[config.mk]
export PLATFORM = sky130hd
export DESIGN_NAME = hazard_fwd_ctrl
export DESIGN_NICKNAME = d
export VERILOG_FILES = /design/src/rtl/hazard_fwd_ctrl_pkg.sv /design/src/rtl/hazard_fwd_ctrl_fwd_pick.sv /design/src/rtl/hazard_fwd_ctrl.sv
export SDC_FILE = /design/constraint.sdc
export NUM_CORES = 1
export LEC_CHECK = 0
export BUFFER_PORTS_ARGS = -buffer_cell sky130_fd_sc_hd__buf_2
export CAP_MARGIN = 20
export CORE_MARGIN = 1.5
export CORE_UTILIZATION = 35
export CTS_CLUSTER_SIZE = 10
export DETAILED_ROUTE_END_ITERATION = 8
export PLACE_DENSITY_LB_ADDON = 0.05
export SYNTH_ARGS = -nofsm -noshare
export SYNTH_HDL_FRONTEND = slang
export SYNTH_SLANG_ARGS = --single-unit
export TNS_END_PERCENT = 30
[constraint.sdc]
create_clock -name clk -period 2.5 [get_ports clk]
set_input_delay 0.125 -clock clk [delete_from_list [all_inputs] [get_ports clk]]
set_output_delay 0.125 -clock clk [all_outputs]
set_load 0.02 [all_outputs]
[src/rtl/hazard_fwd_ctrl_pkg.sv]
// ---------------------------------------------------------------------------
// hazard_fwd_ctrl_pkg
//   Shared definitions for the pipeline hazard / forwarding controller:
//   forwarding-mux select codes, producer Tnew values and default widths.
//   Imported by hazard_fwd_ctrl and fwd_pick.
// ---------------------------------------------------------------------------
package hazard_fwd_ctrl_pkg;

   // Default widths: 32 architectural registers, Tuse/Tnew range 0..3.
   localparam int AW_DEF = 5;
   localparam int TW_DEF = 2;

   // Forwarding mux select codes. The numeric values follow the physical
   // input order of the operand muxes. 2'b11 is never produced.
   typedef enum logic [1:0] {
      FWD_RF = 2'b00,  // register file / value already in the pipeline latch
      FWD_M  = 2'b01,  // result sitting in the M stage
      FWD_W  = 2'b10   // result sitting in the W stage
   } fwd_sel_e;

   // Cycles after entering E until the producer's result exists.
   localparam int TNEW_NONE = 0;  // jal-style: value known at decode
   localparam int TNEW_ALU  = 1;  // ALU result at end of E
   localparam int TNEW_LOAD = 2;  // load data at end of M

endpackage : hazard_fwd_ctrl_pkg

[src/rtl/hazard_fwd_ctrl_fwd_pick.sv]
// ---------------------------------------------------------------------------
// fwd_pick
//   Pure combinational forwarding-source selector for one consumer operand.
//   Prefers the nearest stage holding a ready result: M if it writes the
//   source register and its value already exists, else W if it writes the
//   source register, else the register file. Register 0 never matches.
//
// Ports
//   i_src     source register address of the consumer operand
//   i_m_wa    destination address of the instruction in M (0 = none)
//   i_m_tnew  remaining cycles until the M-stage result exists
//   i_w_wa    destination address of the instruction in W (0 = none)
//   o_sel     forwarding mux select (FWD_RF / FWD_M / FWD_W)
// ---------------------------------------------------------------------------
module fwd_pick
   import hazard_fwd_ctrl_pkg::*;
#(
   parameter int AW = AW_DEF,
   parameter int TW = TW_DEF
) (
   input  logic [AW-1:0] i_src,
   input  logic [AW-1:0] i_m_wa,
   input  logic [TW-1:0] i_m_tnew,
   input  logic [AW-1:0] i_w_wa,
   output logic [1:0]    o_sel
);

   logic w_src_nz;
   logic w_m_hit;
   logic w_w_hit;

   // Register 0 is hard-wired; a write to it must never be forwarded.
   assign w_src_nz = (i_src != '0);
   assign w_m_hit  = w_src_nz && (i_src == i_m_wa);
   assign w_w_hit  = w_src_nz && (i_src == i_w_wa);

   // An M match whose value is not ready yet falls through to W. The stall
   // logic guarantees the consumer does not need the operand this cycle.
   // NOTE: o_sel gets a default before any branch so no latch is inferred.
   always_comb begin
      o_sel = FWD_RF;
      if (w_m_hit && (i_m_tnew == '0)) begin
         o_sel = FWD_M;
      end else if (w_w_hit) begin
         o_sel = FWD_W;
      end
   end

endmodule : fwd_pick

[src/rtl/hazard_fwd_ctrl.sv]
// ---------------------------------------------------------------------------
// hazard_fwd_ctrl
//   Hazard detection and operand-forwarding control for a 5-stage pipeline.
//   Tracks destination address and Tnew of the instructions in E, M and W,
//   and compares them with the D- and E-stage source registers to drive the
//   forwarding mux selects and the D-stage stall.
//
// Ports
//   clk        pipeline clock, rising edge
//   reset      asynchronous active-low reset; clears all tracked state
//   d_valid    D holds a real instruction (0 = bubble)
//   d_rs/d_rt  D-stage source register addresses
//   d_tuse_rs  cycles until the D instruction needs rs (0 = needed in D)
//   d_tuse_rt  same for rt
//   d_wa       D-stage destination address (0 = no write)
//   d_tnew     cycles after entering E until the D instruction's result exists
//   stall      freeze PC and IF/ID, insert a bubble into E
//   fwd_d_rs   D-stage rs mux select     fwd_d_rt  D-stage rt mux select
//   fwd_e_rs   E-stage rs mux select     fwd_e_rt  E-stage rt mux select
// ---------------------------------------------------------------------------
module hazard_fwd_ctrl
   import hazard_fwd_ctrl_pkg::*;
#(
   parameter int AW = AW_DEF,
   parameter int TW = TW_DEF
) (
   input  logic          clk,
   input  logic          reset,
   input  logic          d_valid,
   input  logic [AW-1:0] d_rs,
   input  logic [AW-1:0] d_rt,
   input  logic [TW-1:0] d_tuse_rs,
   input  logic [TW-1:0] d_tuse_rt,
   input  logic [AW-1:0] d_wa,
   input  logic [TW-1:0] d_tnew,
   output logic          stall,
   output logic [1:0]    fwd_d_rs,
   output logic [1:0]    fwd_d_rt,
   output logic [1:0]    fwd_e_rs,
   output logic [1:0]    fwd_e_rt
);

   // ------------------------------------------------------------------
   // Tracked pipeline state
   // ------------------------------------------------------------------
   logic [AW-1:0] r_e_rs;
   logic [AW-1:0] r_e_rt;
   logic [AW-1:0] r_e_wa;
   logic [TW-1:0] r_e_tnew;
   logic [AW-1:0] r_m_wa;
   logic [TW-1:0] r_m_tnew;
   logic [AW-1:0] r_w_wa;   // W Tnew is always 0, so only the address is kept

   // ------------------------------------------------------------------
   // Stall detection: a D operand stalls when a producer in E or M writes
   // it and will not have the value before the consumer needs it.
   // ------------------------------------------------------------------
   logic w_rs_nz;
   logic w_rt_nz;
   logic w_rs_e_stall;
   logic w_rs_m_stall;
   logic w_rt_e_stall;
   logic w_rt_m_stall;
   logic w_bubble;

   assign w_rs_nz = (d_rs != '0);
   assign w_rt_nz = (d_rt != '0);

   assign w_rs_e_stall = w_rs_nz && (d_rs == r_e_wa) && (d_tuse_rs < r_e_tnew);
   assign w_rs_m_stall = w_rs_nz && (d_rs == r_m_wa) && (d_tuse_rs < r_m_tnew);
   assign w_rt_e_stall = w_rt_nz && (d_rt == r_e_wa) && (d_tuse_rt < r_e_tnew);
   assign w_rt_m_stall = w_rt_nz && (d_rt == r_m_wa) && (d_tuse_rt < r_m_tnew);

   assign stall = d_valid &&
                  (w_rs_e_stall || w_rs_m_stall || w_rt_e_stall || w_rt_m_stall);

   // E receives a bubble whenever D is frozen or D holds no instruction.
   assign w_bubble = stall || !d_valid;

   // ------------------------------------------------------------------
   // Forwarding selects
   // ------------------------------------------------------------------
   logic [1:0] w_pick_d_rs;
   logic [1:0] w_pick_d_rt;

   fwd_pick #(.AW(AW), .TW(TW)) u_pick_d_rs (
      .i_src    (d_rs),
      .i_m_wa   (r_m_wa),
      .i_m_tnew (r_m_tnew),
      .i_w_wa   (r_w_wa),
      .o_sel    (w_pick_d_rs)
   );

   fwd_pick #(.AW(AW), .TW(TW)) u_pick_d_rt (
      .i_src    (d_rt),
      .i_m_wa   (r_m_wa),
      .i_m_tnew (r_m_tnew),
      .i_w_wa   (r_w_wa),
      .o_sel    (w_pick_d_rt)
   );

   // E-stage selects need no gating: a bubble in E has zero source
   // addresses, which can never match.
   fwd_pick #(.AW(AW), .TW(TW)) u_pick_e_rs (
      .i_src    (r_e_rs),
      .i_m_wa   (r_m_wa),
      .i_m_tnew (r_m_tnew),
      .i_w_wa   (r_w_wa),
      .o_sel    (fwd_e_rs)
   );

   fwd_pick #(.AW(AW), .TW(TW)) u_pick_e_rt (
      .i_src    (r_e_rt),
      .i_m_wa   (r_m_wa),
      .i_m_tnew (r_m_tnew),
      .i_w_wa   (r_w_wa),
      .o_sel    (fwd_e_rt)
   );

   // A bubble in D must not steer the D muxes. A stalled but valid D keeps
   // its select so a W-stage value is still captured while E is bubbled.
   assign fwd_d_rs = d_valid ? w_pick_d_rs : FWD_RF;
   assign fwd_d_rt = d_valid ? w_pick_d_rt : FWD_RF;

   // ------------------------------------------------------------------
   // Pipeline advance
   // ------------------------------------------------------------------
   // NOTE: state uses non-blocking assignments so every stage samples the
   // previous stage's value from before this edge, not the freshly updated one.
   always_ff @(posedge clk or negedge reset) begin
      if (!reset) begin
         r_e_rs   <= '0;
         r_e_rt   <= '0;
         r_e_wa   <= '0;
         r_e_tnew <= '0;
         r_m_wa   <= '0;
         r_m_tnew <= '0;
         r_w_wa   <= '0;
      end else begin
         // Tnew counts down one per stage and saturates at zero.
         r_m_wa   <= r_e_wa;
         r_m_tnew <= (r_e_tnew == '0) ? '0 : r_e_tnew - TW'(1);
         r_w_wa   <= r_m_wa;

         if (w_bubble) begin
            r_e_rs   <= '0;
            r_e_rt   <= '0;
            r_e_wa   <= '0;
            r_e_tnew <= '0;
         end else begin
            r_e_rs   <= d_rs;
            r_e_rt   <= d_rt;
            r_e_wa   <= d_wa;
            r_e_tnew <= d_tnew;
         end
      end
   end

endmodule : hazard_fwd_ctrl

## Word level (Yosys, flattened, before mapping)

Cells that the tools add are included.

- Register bits after elaboration: 29
- Bits of input ports: 24
- Output and inout port bits: 9
- Logic and storage cells: 67

- Add/sub/neg operators: 1
- Magnitude comparators: 4
- Eq/ne operators: 10
- Mux-type cells: 15
- Reductions and logical operators: 30

Operators by type and width:

| cell | number |
|---|---|
| $eq 5x5->1 | 10 |
| $mux 2 | 12 |
| $reduce_bool 5->1 | 4 |
| $logic_and 1x1->1 | 19 |
| $mux 5 | 3 |
| $lt 2x2->1 | 4 |
| $logic_not 2->1 | 2 |
| $logic_or 1x1->1 | 4 |
| $sub 2x1->2 const B | 1 |
| $logic_not 1->1 | 1 |

## Longest topological paths before layout

Gate-level depths: netlist of the first run.

- Word-level depth: 9
- Mapped depth: 6
- Gate-level depth less buffers: 5

## Hierarchy

A second synthesis of the first run with hierarchy kept.

- Cell total of the unflattened synthesis: 186
- Area total of the unflattened synthesis: 1979.4 um^2

By module, submodules not included:

| module | instances | cells an instance | area each (um^2) | sequential area each (um^2) |
|---|---|---|---|---|
| hazard_fwd_ctrl | 1 | 118 | 1443.9 | 725.7 |
| fwd_pick | 4 | 17 | 133.9 | 0.0 |

## Worst setup path after synthesis of the first run

No wires, ideal clock.

- Path type: reg-to-output
- From: reg r_m_wa[0]
- To: out fwd_e_rt[1]
- Data arrival time: 1.915 ns
- Data required time: 2.375 ns
- Slack: 0.460 ns
- Stages on the path, launching flop included: 5
- Buffers on the path: 0
- Cell sequence: dfrtp_1 -> xor2_1 -> a221o_1 -> nor4_1 -> nor4_1

- Word-level cells in the longest chain between the ends: 4

Ends and longest elaborated chain:

| what | RTL line | text |
|---|---|---|
| from (decl) | hazard_fwd_ctrl.sv:50 | `logic [AW-1:0] r_m_wa;` |
| from (signal assigned) | hazard_fwd_ctrl.sv:141 | `r_m_wa <= r_e_wa;` |
| $eq 5x5->1 | hazard_fwd_ctrl_fwd_pick.sv:34 | `assign w_m_hit = w_src_nz && (i_src == i_m_wa);` |
| $logic_and 1x1->1 | hazard_fwd_ctrl_fwd_pick.sv:34 |  |
| $logic_and 1x1->1 | hazard_fwd_ctrl_fwd_pick.sv:42 | `if (w_m_hit && (i_m_tnew == '0)) begin` |
| $mux 2 | hazard_fwd_ctrl_fwd_pick.sv:42 |  |
| to (decl) | hazard_fwd_ctrl.sv:40 | `output logic [1:0] fwd_e_rt` |

No other way between the ends.

## Final worst setup path of the first run

- From: reg r_e_tnew[1]
- To: out stall

- Word-level cells in the longest chain between the ends: 6
- Elaborated cells between the ends (all ways): 8
- Those cells by class: order compare: 2; reduce/logical: 6

Ends and longest elaborated chain:

| what | RTL line | text |
|---|---|---|
| from (decl) | hazard_fwd_ctrl.sv:49 | `logic [TW-1:0] r_e_tnew;` |
| from (signal assigned) | hazard_fwd_ctrl.sv:154 | `r_e_tnew <= d_tnew;` |
| $lt 2x2->1 | hazard_fwd_ctrl.sv:69 | `assign w_rs_e_stall = w_rs_nz && (d_rs == r_e_wa) && (d_tuse_rs < r_e_tnew);` |
| $logic_and 1x1->1 | hazard_fwd_ctrl.sv:69 |  |
| $logic_or 1x1->1 | hazard_fwd_ctrl.sv:75 | `(w_rs_e_stall \|\| w_rs_m_stall \|\| w_rt_e_stall \|\| w_rt_m_stall);` |
| $logic_or 1x1->1 * (2 in a row) | hazard_fwd_ctrl.sv:75 |  |
| $logic_and 1x1->1 * | hazard_fwd_ctrl.sv:74 | `assign stall = d_valid &&` |
| to (decl) | hazard_fwd_ctrl.sv:36 | `output logic stall,` |

Every way passes the cells marked *; elsewhere a longest branch is shown, timed or not.

==> results.rst, run 1 <==
.. list-table::
   :header-rows: 1

   * - Metric
     - Value
   * - Status
     - finished, final reports clean
   * - PostCTS Resize Cnt
     - 0
   * - Minimum setup slack in the final design
     - approximately 260 ps
   * - Kind of start point of the critical path
     - register
   * - Wire per inst
     - 17.6 um
   * - Post-route minimum period
     - ~2200 ps
   * - Total nets after synthesis
     - 208
   * - Antenna cells
     - 0
   * - Top cells by area, synth
     - sky130_fd_sc_hd__dfrtp_1 (38%), sky130_fd_sc_hd__xor2_1 (12%), sky130_fd_sc_hd__xnor2_1 (9.5%)
   * - Core box area
     - 0.00520 mm^2
   * - Switching part of the total power
     - 28.9%
   * - Async SR Flop Fraction
     - 100%
   * - Total of max-cap violations
     - 0
   * - Antenna violations before repair
     - 0
   * - VDD IR max
     - 264 uV
   * - Rel. slew slack
     - 58.4%
   * - CTS tree
     - yes
   * - FF-to-FF setup slack
     - 570 ps
   * - Clock slew at reported path FFs
     - 60 ps
   * - Net count reported at finish
     - 240
   * - Max Buffers Root-to-Sink
     - 2
   * - Upper clock frequency limit
     - 447 MHz
   * - Netlist area before placement
     - 0.00193 mm^2
   * - Number of design-rule violations left by the first detailed-router iteration
     - 29
   * - Worst Reg-to-Reg Cells
     - 6
   * - Post-synthesis sequential element count
     - 29
   * - Post-route DRC
     - 0
   * - Htree depth
     - 2
   * - Area fraction of the dominant cell type after synthesis
     - 37.6%
   * - Ratio of routed vias to standard cells
     - 5.49
   * - Leading cell type in the layout, fill and taps excluded
     - sky130_fd_sc_hd__buf_2
   * - Combinational share of power
     - 20.3%
   * - Power density over cell area
     - between 500 and 600 mW/mm^2
   * - Leakage
     - ~0.96 nW
   * - Cell count after placement
     - around 270
   * - IO Count
     - 33
   * - Sum of overflow across all layers after global routing
     - 0
   * - Pre-CTS worst setup slack
     - 537 ps
   * - Total net switching power
     - around 0.00033 W
   * - Part of the total power dissipated in the clock network
     - 32.3%
   * - Arrival time at the worst endpoint
     - 2110 ps
   * - Setup repair after global routing missed its margin
     - no
   * - Number of warnings issued by yosys
     - 0
   * - Portion of the post-synthesis area used by sequential elements
     - 37.6%
   * - Wire length of the first global-routing pass
     - roughly 8000 um
   * - Largest net degree at the start of global routing
     - 30
   * - Count of hold buffers inserted by post-cts repair
     - 1
   * - Count of flip-flops with a built-in enable after synthesis
     - 0
   * - Die area
     - 0.00597 mm^2
   * - Post-route clock skew
     - 12.3 ps
   * - Worst Setup End Kind
     - output pin
   * - Max Transition Viols Final
     - 0
   * - Hold Path Cell Cnt
     - 3
   * - Number of rows created at floorplan
     - 26
   * - Main flop type after synthesis
     - sky130_fd_sc_hd__dfrtp_1
   * - Syn avg cell area
     - 10.7 um^2
   * - Fraction of layout instances using a drive strength above 1
     - 23.6%
   * - Iteration count of the initial detailed-routing pass
     - 4
   * - GRT Total Usage
     - 17.9%
   * - Most used cells in the layout excluding fill and tap cells
     - sky130_fd_sc_hd__buf_2 (32), sky130_fd_sc_hd__dfrtp_1 (29), sky130_fd_sc_hd__xor2_1 (27)
   * - Growth of design area from synthesis to finish
     - 14.1%
   * - Sequential cell fraction of total power
     - 47.3%
   * - Peak fanout along the critical path
     - 3
   * - Gpl congestion
     - 0.770
   * - Crit path kind
     - register to output pin
   * - Root Buffer
     - sky130_fd_sc_hd__clkbuf_8
   * - Number of unique standard cell types used by synthesis
     - 35
   * - Final std cells w/o fill
     - 282
   * - Fin Setup TNS
     - 0 ps
   * - Class of the worst hold path
     - primary input to register
   * - DP Wirelength
     - 3790 um
   * - Final setup violation count
     - 0
   * - Required @ worst endpoint
     - between 2000 and 2500 ps
   * - Vias in the first global route
     - 1,565
   * - Synth area leader
     - sky130_fd_sc_hd__dfrtp_1
   * - Share of the core filled with cells in the final layout
     - 42.3%
   * - Internal power
     - 0.000820 W
   * - Die height
     - 77.2 um
   * - Post-CTS setup buffer count
     - 0
   * - Final clock period utilization by the worst path
     - 89.4%
   * - TritonCTS Sinks
     - 29
   * - Detailed-route wire length
     - 4970 um
   * - Total Power Consumption
     - 0.00115 W
   * - Count of antenna-violating nets left after detailed routing
     - 0
   * - Gate Count Post-Synth
     - 180
   * - Input/output buffers
     - 32
   * - Final number of hold-violating endpoints
     - 0
   * - Worst Tran Pin Value
     - 624 ps
   * - Total clock buffers created by CTS
     - 5
   * - Clock latency of the later-clocked register in the worst-skew pair
     - 280 ps
   * - Vias after detailed routing
     - 1,547
   * - Starting utilization of the core area
     - 37.1%
   * - Die Wd
     - approximately 77 um
## worst paths after layout
check,from,end
max reg2reg,r_e_tnew[1],r_e_rs[0]
min reg2reg,r_e_wa[3],r_m_wa[3]
min in group asynchronous,reset,r_m_tnew[0]
max,r_e_tnew[1],stall
max in group asynchronous,reset,r_w_wa[3]
min,d_tnew[0],r_e_tnew[0]
## cell type report
cell class | instances | area (um^2)
timing repair buffer | 37 | 200
multi-input combinational | 135 | 1090
tap | 70 | 87.6
sequential | 29 | 726
inverter | 4 | 15.0
fill | 529 | 3000
clock buffer | 7 | 86.3
## critical path: stages, from the launching register on
cell and delay (ps):
sky130_fd_sc_hd__dfrtp_1 340, sky130_fd_sc_hd__inv_1 60, sky130_fd_sc_hd__ha_1 180, sky130_fd_sc_hd__or4_4 540
sky130_fd_sc_hd__nor4b_4 360, sky130_fd_sc_hd__o41a_1 190, sky130_fd_sc_hd__buf_2 160
## flip-flops by register name (all words and copies together), names as in the netlist
register / cells
r_e_rs: 5
r_e_rt: 5
r_e_wa: 5
r_m_wa: 5
r_w_wa: 5
r_e_tnew: 2
r_m_tnew: 2
## per-layer routing
layer,vias to the layer above,part of all wire [%],track usage (%),routed length [um]
met5,-,0,0,0
met4,0,2.9,7.27,143
met3,12,3.6,4.17,177
met2,31,51,31.9,2520
met1,757,43,20.3,2130
li1,747,-,-,-
## power by group through the flow
stage               Clock [W]  Sequential, W  Combinational [W]
finish               0.000373       0.000546           0.000235
global route         0.000410       0.000550           0.000262
CTS                  0.000380       0.000547           0.000236
detailed placement          0       0.000555           0.000234
global placement            0       0.000555           0.000231
floorplan                   0       0.000534           0.000174
## metrics by stage
| step | hold slack, ps | area, um^2 |
|---|---|---|
| 2_1_floorplan | -171 | 1930 |
| 3_3_place_gp | 178 | 2110 |
| 3_5_place_dp | 174 | 2110 |
| 4_1_cts | 100 | 2200 |
| 5_1_grt | 106 | 2200 |
| 6_report | 101 | 2200 |
## synth_stat cells (2+ instances only)
| master | number |
|---|---|
| sky130_fd_sc_hd__or4_4 | 2 |
| sky130_fd_sc_hd__xnor2_1 | 21 |
| sky130_fd_sc_hd__a21oi_1 | 3 |
| sky130_fd_sc_hd__nand4_1 | 3 |
| sky130_fd_sc_hd__clkbuf_2 | 3 |
| sky130_fd_sc_hd__nor2_1 | 8 |
| sky130_fd_sc_hd__ha_1 | 4 |
| sky130_fd_sc_hd__o311ai_0 | 17 |
| sky130_fd_sc_hd__inv_1 | 4 |
| sky130_fd_sc_hd__dfrtp_1 | 29 |
| sky130_fd_sc_hd__nor4_1 | 21 |
| sky130_fd_sc_hd__clkbuf_4 | 2 |
| sky130_fd_sc_hd__nand2b_1 | 3 |
| sky130_fd_sc_hd__or4_1 | 8 |
| sky130_fd_sc_hd__nand3_1 | 2 |
| sky130_fd_sc_hd__xor2_1 | 27 |
| sky130_fd_sc_hd__and3_1 | 2 |
| sky130_fd_sc_hd__buf_6 | 4 |
## cells by family (layout without fill, tap and decap cells)
group / count (synthesis) / count (layout) / share of synthesized area (%)
compound gates: 28 / 28 / 13.2
buf+inv: 16 / 48 / 6.03
fa+ha+maj: 4 / 4 / 2.59
simple gates: 55 / 55 / 18.7
xor+xnor: 48 / 48 / 21.8
flops: 29 / 29 / 37.6
(Power assumes the default switching activity.)
==> run 2: changes to the inputs <==
--- a/config.mk
+++ b/config.mk
@@ -7,6 +7,7 @@
 export LEC_CHECK = 0
 export BUFFER_PORTS_ARGS = -buffer_cell sky130_fd_sc_hd__buf_2
 export CAP_MARGIN = 20
+export CORE_ASPECT_RATIO = 1.75
 export CORE_MARGIN = 1.5
 export CORE_UTILIZATION = 35
 export CTS_CLUSTER_SIZE = 10
==> run 2 against run 1 <==
Net effect:
- count of clock-buffer cells in the layout is the same
- total power grew 3.2%
- clock skew shrank 5.3 ps
- cell count grew 2.1%
- sequential share of layout area shrank 0.30 points
- worst hold slack lost 1.9 ps
- non-clock buffer count grew 2
- utilization shrank 0.37 points
- critical path depth is the same
- final area grew 0.91%
- setup slack gained 47 ps
- via count grew 5.2%
==> results.rst, run 2 (synthesis gave the netlist of run 1 again) <==
.. list-table::
   :header-rows: 1

   * - Metric
     - Value
   * - Arrival time at the worst endpoint
     - 2060 ps (was 2110 ps)
   * - Peak fanout along the critical path
     - 3 (unchanged)
   * - Iteration count of the initial detailed-routing pass
     - 4 (unchanged)
   * - Total of max-cap violations
     - 0 (unchanged)
   * - Sum of overflow across all layers after global routing
     - 0 (unchanged)
   * - Growth of design area from synthesis to finish
     - 15.2% (was 14.1%)
   * - Clock latency of the later-clocked register in the worst-skew pair
     - 280 ps (about the same)
   * - Crit path kind
     - register to output pin (unchanged)
   * - Slowest Stage Delay on Critical Path
     - 550 ps (was 540 ps)
   * - Status
     - finished, final reports clean (unchanged)
   * - Vias in the first global route
     - 1,697 (was 1,565)
   * - Net count reported at finish
     - 242 (was 240)
   * - Detailed-route wire length
     - 5870 um (was 4970 um)
   * - Max Transition Viols Final
     - 0 (unchanged)
   * - Total clock buffers created by CTS
     - 5 (unchanged)
   * - Cell count after placement
     - 280 (was 274)
   * - Input/output buffers
     - 32 (unchanged)
   * - Gpl congestion
     - 0.856 (was 0.770)
   * - Final number of hold-violating endpoints
     - 0 (unchanged)
   * - CP max-delay cell
     - sky130_fd_sc_hd__or4_4 (unchanged)
   * - Hold Path Cell Cnt
     - 3 (unchanged)
   * - Count of antenna-violating nets left after detailed routing
     - 0 (unchanged)
   * - TritonCTS Sinks
     - 29 (unchanged)
   * - Pre-CTS worst setup slack
     - 556 ps (was 537 ps)
   * - Required @ worst endpoint
     - 2380 ps (about the same)
   * - Fin Setup TNS
     - 0 ps (unchanged)
   * - Max Buffers Root-to-Sink
     - 2 (unchanged)
   * - Starting utilization of the core area
     - 36.4% (was 37.1%)
   * - Count of fill cells added during filler insertion
     - 538 (was 529)
   * - Antenna cells
     - 0 (unchanged)
   * - Die height
     - 101 um (was 77.2 um)
   * - Worst Reg-to-Reg Cells
     - 6 (unchanged)
   * - Class of the worst hold path
     - primary input to register (unchanged)
   * - Leakage
     - 0.971 nW (was 0.963 nW)
   * - Standard cell area after detailed placement
     - 0.00213 mm^2 (was 0.00211 mm^2)
   * - Die area
     - 0.00598 mm^2 (was 0.00597 mm^2)
   * - Fraction of layout instances using a drive strength above 1
     - 24.3% (was 23.6%)
   * - Worst Tran Pin Value
     - 672 ps (was 624 ps)
   * - Root Buffer
     - sky130_fd_sc_hd__clkbuf_8 (unchanged)
   * - Post-route clock skew
     - 6.92 ps (was 12.3 ps)
   * - Power density over cell area
     - 535 mW/mm^2 (was 524 mW/mm^2)
   * - Final std cells w/o fill
     - 288 (was 282)
   * - Setup repair after global routing missed its margin
     - no (unchanged)
   * - CP Cell Sequence
     - inv_1, ha_1, or4_4, nor4b_4, o41a_1, buf_2 (unchanged)
   * - DP Wirelength
     - 4240 um (was 3790 um)
   * - Wire per inst
     - 20.4 um (was 17.6 um)
   * - GRT Total Usage
     - 21.4% (was 17.9%)
   * - Kind of start point of the critical path
     - register (unchanged)
   * - Vias after detailed routing
     - 1,628 (was 1,547)
   * - Antenna violations before repair
     - 0 (unchanged)
   * - Number of rows created at floorplan
     - 35 (was 26)
   * - Final clock period utilization by the worst path
     - 87.6% (was 89.4%)
   * - Clock slew at reported path FFs
     - 60 ps (about the same)
   * - Core box area
     - 0.00530 mm^2 (was 0.00520 mm^2)
   * - Post-route minimum period
     - 2190 ps (was 2240 ps)
   * - Ratio of routed vias to standard cells
     - 5.65 (was 5.49)
   * - Worst Setup End Kind
     - output pin (unchanged)
   * - Upper clock frequency limit
     - 457 MHz (was 447 MHz)
   * - IO Count
     - 33 (unchanged)
   * - PostCTS Resize Cnt
     - 0 (unchanged)
   * - Largest net degree at the start of global routing
     - 30 (unchanged)
   * - Number of design-rule violations left by the first detailed-router iteration
     - 45 (was 29)
   * - Die Wd
     - 59.1 um (was 77.2 um)
   * - Wire length of the first global-routing pass
     - 9230 um (was 8080 um)
   * - Area of all placed cells without fillers
     - 0.00222 mm^2 (was 0.00220 mm^2)
   * - Rel. slew slack
     - 55.2% (was 58.4%)
   * - Final setup violation count
     - 0 (unchanged)
   * - Leading cell type in the layout, fill and taps excluded
     - sky130_fd_sc_hd__buf_2 (unchanged)
   * - Post-route DRC
     - 0 (unchanged)
   * - VDD IR max
     - 275 uV (was 264 uV)
   * - Htree depth
     - 2 (unchanged)
   * - Minimum setup slack in the final design
     - 311 ps (was 264 ps)
   * - Most used cells in the layout excluding fill and tap cells
     - sky130_fd_sc_hd__buf_2 (32), sky130_fd_sc_hd__dfrtp_1 (29), sky130_fd_sc_hd__xor2_1 (27) (unchanged)
   * - CTS tree
     - yes (unchanged)
run 2: cell count changes in the layout (fill, tap and decap cells not counted):
cell                    delta
sky130_fd_sc_hd__buf_4     +2
run 2: timing repair:
| action | CTS | global route |
|---|---|---|
| hold buffers | 1 | 0 |
| setup buffers | 0 | 0 |
| setup endpoints to repair | 0 | 0 |
| hold endpoints to repair | 29 | 0 |
run 2: power breakdown:
group	leakage, nW	switching (W)	total, W	internal [W]
registers	0.376	0.0000480	0.000546	0.000498
clock network	0.0443	0.000176	0.000394	0.000218
logic	0.551	0.000141	0.000250	0.000109
total	0.971	0.000365	0.00119	0.000825
run 2: worst paths after layout:
check                       startpoint        end  slack [ps]
max in group asynchronous        reset  r_e_rt[1]        1650
min reg2reg                  r_e_wa[3]  r_m_wa[3]         430
max                        r_e_tnew[1]      stall         310
max reg2reg                r_e_tnew[1]  r_e_rt[1]         550
min                            d_wa[1]  r_e_wa[1]         100
min in group asynchronous        reset  r_e_rs[2]         420
run 2: cell type report:
cell class,instances,area [um^2],share of cell area [%]
inverters,4,15.0,0.676
flip-flops and latches,29,726,32.7
clock buffers,7,86.3,3.89
well taps,74,92.6,4.17
multi-input cells,135,1090,48.9
repair buffers,39,215,9.68
run 2: per-layer routing:
layer	share of wire (%)	GRT usage, %
met4	1.9	7.34
met1	38	24.6
met2	56	39.1
met3	4.2	3.32
met5	0	0
run 2: per-stage QoR:
step	total power, W	utilization [%]	hold WS [ps]
detailed placement	0.000805	40.1	197
global route	0.00125	41.9	99.4
global placement	0.000798	40.1	189
finish	0.00119	41.9	99.1
floorplan	0.000708	-	-171
CTS	0.00120	41.9	95.1
run 2: worst max-delay path: cells and delay by family, from the launching register on:
| family | cells | cell delay [ps] |
|---|---|---|
| AO/OA/AOI/OAI | 1 | 190 |
| adder cells (fa/ha/maj) | 1 | 190 |
| buffers and inverters | 2 | 240 |
| flip-flops | 1 | 340 |
| AND/OR/NAND/NOR | 2 | 830 |
